[src/rtl/fifo_drain_pkg.sv]
// rtl/fifo_drain_pkg.sv - shared state type, skid depth and parity helper for fifo_burst_drain
package fifo_drain_pkg;

  typedef enum logic {IDLE = 1'b0, BURST = 1'b1} drain_state_t;

  localparam int SKID_DEPTH   = 2;
  localparam int PARITY_MAX_W = 256;

  // Callers zero-extend their word to PARITY_MAX_W; padding does not change the XOR.
  function automatic logic even_parity(input logic [PARITY_MAX_W-1:0] word);
    return ^word;
  endfunction

endpackage

[src/rtl/skid_buf2.sv]
// rtl/skid_buf2.sv - 2-entry arrival-ordered push/pop buffer with occupancy count
module skid_buf2
  import fifo_drain_pkg::*;
#(
  parameter int WIDTH = 8
) (
  input  logic             clk,
  input  logic             rst,
  input  logic             push,
  input  logic [WIDTH-1:0] push_data,
  input  logic             pop,
  output logic [WIDTH-1:0] head,
  output logic [1:0]       count
);

  logic [WIDTH-1:0] tail;
  logic             do_pop;

  assign do_pop = pop && (count != 2'd0);

  always_ff @(posedge clk) begin
    if (!rst) begin
      head  <= '0;
      tail  <= '0;
      count <= 2'd0;
    end else begin
      case ({push, do_pop})
        2'b10: begin
          if (count == 2'd0) head <= push_data;
          else               tail <= push_data;
          count <= count + 2'd1;
        end
        2'b01: begin
          head  <= tail;
          count <= count - 2'd1;
        end
        2'b11: begin
          // Occupancy unchanged: the new word lands behind whatever remains.
          if (count == 2'd1) begin
            head <= push_data;
          end else begin
            head <= tail;
            tail <= push_data;
          end
        end
        default: ;
      endcase
    end
  end

  a_no_overflow: assert property (@(posedge clk) disable iff (!rst) count <= 2'(SKID_DEPTH));

endmodule

[src/rtl/fifo_burst_drain.sv]
// rtl/fifo_burst_drain.sv - drains a 1-cycle-latency FIFO into a fixed-length burst stream
// Optional even-parity sideband output enabled by FIFO_BURST_DRAIN_PARITY_EN.
module fifo_burst_drain
  import fifo_drain_pkg::*;
#(
  parameter int WIDTH     = 8,
  parameter int BURST_LEN = 4,
  parameter int CNT_W     = 8
) (
  input  logic             clk,
  input  logic             rst,
  input  logic             en,
  input  logic             fifo_empty,
  input  logic [WIDTH-1:0] fifo_data,
  output logic             fifo_rd_en,
  output logic             m_valid,
  input  logic             m_ready,
  output logic [WIDTH-1:0] m_data,
  output logic             m_last,
  output logic             busy
`ifdef FIFO_BURST_DRAIN_PARITY_EN
  ,
  output logic             m_parity
`endif
);

`ifdef FIFO_BURST_DRAIN_PARITY_EN
  localparam int PAR_W = 1;
`else
  localparam int PAR_W = 0;
`endif
  localparam int BUF_W = WIDTH + PAR_W;
  localparam logic [CNT_W-1:0] LAST_IDX = CNT_W'(BURST_LEN - 1);

  drain_state_t     state;
  logic             inflight;
  logic [CNT_W-1:0] beat_cnt;
  logic [CNT_W-1:0] fetch_cnt;
  logic [1:0]       buf_count;
  logic [BUF_W-1:0] push_word;
  logic [BUF_W-1:0] head;
  logic             accept;
  logic             fetch_allowed;
  logic             credit_ok;

  assign accept        = m_valid && m_ready;
  assign m_valid       = (buf_count != 2'd0);
  assign m_data        = head[WIDTH-1:0];
  assign m_last        = m_valid && (beat_cnt == LAST_IDX);
  assign fetch_allowed = (fetch_cnt != '0) || en;

  // The slot freed by this cycle's pop is credited so a steady stream runs gap-free.
  assign credit_ok  = ({1'b0, buf_count} + {2'b00, inflight}) < (3'(SKID_DEPTH) + {2'b00, accept});
  assign fifo_rd_en = rst && !fifo_empty && credit_ok && fetch_allowed;

  assign busy = (state == BURST) || inflight || (buf_count != 2'd0) || (fetch_cnt != '0);

`ifdef FIFO_BURST_DRAIN_PARITY_EN
  assign push_word = {even_parity(PARITY_MAX_W'(fifo_data)), fifo_data};
  assign m_parity  = head[WIDTH];
`else
  assign push_word = fifo_data;
`endif

  skid_buf2 #(.WIDTH(BUF_W)) u_skid (
    .clk       (clk),
    .rst       (rst),
    .push      (inflight),
    .push_data (push_word),
    .pop       (accept),
    .head      (head),
    .count     (buf_count)
  );

  always_ff @(posedge clk) begin
    if (!rst) begin
      state     <= IDLE;
      inflight  <= 1'b0;
      beat_cnt  <= '0;
      fetch_cnt <= '0;
    end else begin
      inflight <= fifo_rd_en;
      if (fifo_rd_en) begin
        fetch_cnt <= (fetch_cnt == LAST_IDX) ? '0 : fetch_cnt + CNT_W'(1);
      end
      if (accept) begin
        beat_cnt <= m_last ? '0 : beat_cnt + CNT_W'(1);
      end
      case (state)
        IDLE:    if (accept && (beat_cnt == '0) && (BURST_LEN > 1)) state <= BURST;
        BURST:   if (accept && m_last) state <= IDLE;
        default: state <= IDLE;
      endcase
    end
  end

endmodule

[config.mk]
export PLATFORM = sky130hd
export DESIGN_NAME = fifo_burst_drain
export DESIGN_NICKNAME = d
export VERILOG_FILES = /design/src/rtl/fifo_drain_pkg.sv /design/src/rtl/skid_buf2.sv /design/src/rtl/fifo_burst_drain.sv
export SDC_FILE = /design/constraint.sdc
export NUM_CORES = 1
export LEC_CHECK = 0
export ABC_CLOCK_PERIOD_IN_PS = 1850
export CORE_MARGIN = 2
export CORE_UTILIZATION = 40
export CTS_CLUSTER_DIAMETER = 30
export CTS_CLUSTER_SIZE = 24
export DETAILED_ROUTE_END_ITERATION = 8
export PLACE_DENSITY_LB_ADDON = 0.15
export SLEW_MARGIN = 20
export SYNTH_ARGS = -nofsm -noshare
export SYNTH_HDL_FRONTEND = slang
export SYNTH_SLANG_ARGS = --single-unit
[constraint.sdc]
create_clock -name clk -period 1.85 [get_ports clk]
set_input_delay 0.555 -clock clk [delete_from_list [all_inputs] [get_ports clk]]
set_output_delay 0.555 -clock clk [all_outputs]
set_load 0.02 [all_outputs]
==> results_dict.tcl <==
set metrics [dict create \
    status "finished, violations left" \
    violations "setup timing" \
    yosys_register_bits 36 \
    yosysTopAreaCell "dfxtp_1" \
    grt_pass1_vias 1591 \
    antenna_found_initial 0 \
    p_leak_nw 1.20 \
    die_w_um 71.7 \
    syn_inst 202 \
    clk_path_buf_depth 2 \
    period_needed_ps 2210 \
    root_buffer "clkbuf_8" \
    drtPass1Iterations 4 \
    synth_area_mm2 0.00183 \
    clock_latency_ps 290 \
    htree_levels 2 \
    viasPerCell 5.09 \
    fmax_mhz 453 \
    fp.coreArea_mm2 0.00438 \
    gr-total-overflow 0 \
    grt_first_pass_wirelength_um 7330 \
    crit_type "flip-flop to output port" \
    place_congestion 0.800 \
    die_h_um 71.7 \
    fin_nets 303 \
    vdd_ir_drop_max_v 0.00117 \
    num_rows 24 \
    yosysUniqueCellTypes 43 \
    setup_violations 5 \
    finalHoldViolations 0 \
    synth_top_area_share 0.393 \
    ant_nets 0 \
    min_period_over_period 1.19 \
    endpoint_kind "output port" \
    p_per_area_mw_per_mm2 1250 \
    fin_ws_ps -358 \
    critPathArrivalTime_ps 1650 \
    worst_slew_pin_slew_ps 303 \
    synthArstFlopShare 0 \
    finalWirelength_um 4510 \
    clock_sinks 36 \
    wl_per_cell_um 13.7 \
    start_util 0.418 \
    groute.usage.overall 0.178 \
    start_kind "flip-flop" \
    worst_ep_required_time_ps 1290 \
    synth_area_leaders "dfxtp_1 (39%), ha_1 (8.9%), nor2_1 (6.8%), mux2i_1 (5.5%), a221oi_1 (3.8%)" \
    clk_pin_slew_ps 80 \
    die_area_mm2 0.00514 \
    port_buffers 24 \
    cts_buffers 5 \
    vias 1680 \
    synth_edf_count 0 \
    hold_buffers 0 \
    synth_fp_nets 228 \
    maxSlewViolCount 0 \
    ys_seq_area_frac 0.393 \
    max_cap_viol_count 0 \
    final_cell_count_no_fill 330 \
    dp.cells 317 \
    place_ws_ps -922 \
    diodes 0 \
    min_path_type "flip-flop to flip-flop" \
    drc 0 \
    crit_fanout 2 \
    synth_warnings 0 \
    maxSlewHeadroom 0.796 \
    synthFlopType "dfxtp_1" \
    grt_start_max_net_pins 15 \
    final_layout_size_suffix_gt1_frac 0.385 \
    syn2layout_area_growth_pct 57.7 \
    drt_iter0_drc 81 \
    rsz0062_at_grt "yes" \
    cts_tree "built" \
    ios 25 \
    syn_area_per_cell_um2 9.08 \
    dpl.hpwl_um 3040 \
    fin_skew_ps 8.46 \
]
cells in the final DEF, fill, tap and decap left out, types with 4 or more instances in the layout:
cell type / count
buf_4: 39
xor2_1: 4
dfxtp_1: 32
ha_4: 6
a21oi_1: 4
buf_6: 11
a221oi_2: 8
clkdlybuf4s50_1: 19
nor2_1: 31
nand2_1: 14
mux2i_1: 10
ha_1: 6
nor3_1: 10
inv_1: 7
xnor2_1: 5
clkbuf_8: 5
metal layers:
layer,track usage,vias to the layer above,wire (µm)
met3,0.0338,9,132
li1,-,876,-
met4,0.0692,0,75
met2,0.270,24,2130
met5,0,-,0
met1,0.252,771,2170
state kept, by name (all words and copies together), names as in the netlist:
signal	cells
u_skid.count	2
state	1
u_skid.tail	8
u_skid.head	8
inflight	1
fetch_cnt	8
beat_cnt	8
what timing repair did:
item	CTS	global route
resized for setup	59	29
endpoints found under the setup margin	26	26
pin swaps	5	16
setup buffers	2	3
final timing paths:
check	from	endpoint	slack, ps	cells past startpoint
worst min-delay path	u_skid.head[2]	u_skid.head[2]	500	2
worst max-delay path	fetch_cnt[5]	busy	-360	4
worst min register to register	u_skid.head[2]	u_skid.head[2]	500	2
worst max register to register	u_skid.count[0]	u_skid.tail[5]	-20	11
cells in the mapped netlist (2+ instances only):
cell type,n
xnor2_1,5
ha_1,13
mux2i_1,10
nand3b_1,3
nand4b_1,2
nor3_1,10
inv_1,12
a21oi_1,4
nor2b_1,4
o21ai_1,4
a221oi_1,8
nor4_1,2
clkbuf_1,2
xor2_1,4
a21o_1,2
a211oi_1,3
nand2_1,14
nand2b_1,2
nor2_1,33
o32ai_1,2
nor4_2,2
dfxtp_1,36
nand3_1,5
power by group:
group / total [W] / internal, W / switching [W]
clock: 0.000690 / 0.000399 / 0.000292
combinational: 0.00192 / 0.000980 / 0.000935
sequential: 0.00102 / 0.000927 / 0.0000908
final cells by class:
| cell class | instances | area [µm²] |
|---|---|---|
| Clock buffer | 5 | 68.8 |
| Clock inverter | 3 | 42.5 |
| Fill cell | 369 | 1490 |
| Inverter | 12 | 50.0 |
| Multi-Input combinational cell | 150 | 1280 |
| Sequential cell | 36 | 728 |
| Tap cell | 52 | 65.1 |
| Timing Repair Buffer | 72 | 656 |
worst max-delay path: stages, from the launching register on:
cell and delay [ps]:
dfxtp_2 340, nor4_4 330, nand3_2 120, or4_4 440, buf_6 150
metrics by stage:
step / util / power (W) / area [µm²] / hold WS (ps) / setup TNS [ps]
5_1_grt: 0.660 / 0.00385 / 2890 / 522 / -1890
3_5_place_dp: 0.561 / 0.00249 / 2460 / 487 / -15770
4_1_cts: 0.625 / 0.00347 / 2740 / 499 / -803
6_report: 0.660 / 0.00362 / 2890 / 497 / -729
2_1_floorplan: - / 0.00182 / 1840 / 443 / -79.5
3_3_place_gp: 0.561 / 0.00248 / 2460 / 475 / -15400
logic make-up (layout without fill, tap and decap cells):
| logic type | count (synthesis) | count (layout) | synth area share |
|---|---|---|---|
| xor gates and xnor gates | 9 | 9 | 0.0430 |
| muxes | 10 | 10 | 0.0546 |
| adders and majority gates | 13 | 13 | 0.0887 |
| buffers and inverters | 16 | 92 | 0.0375 |
| AOI/OAI and AO/OA | 32 | 32 | 0.137 |
| DFF | 36 | 36 | 0.393 |
| and+or+nand+nor | 86 | 86 | 0.246 |
Power figures use the tool's default switching activity.
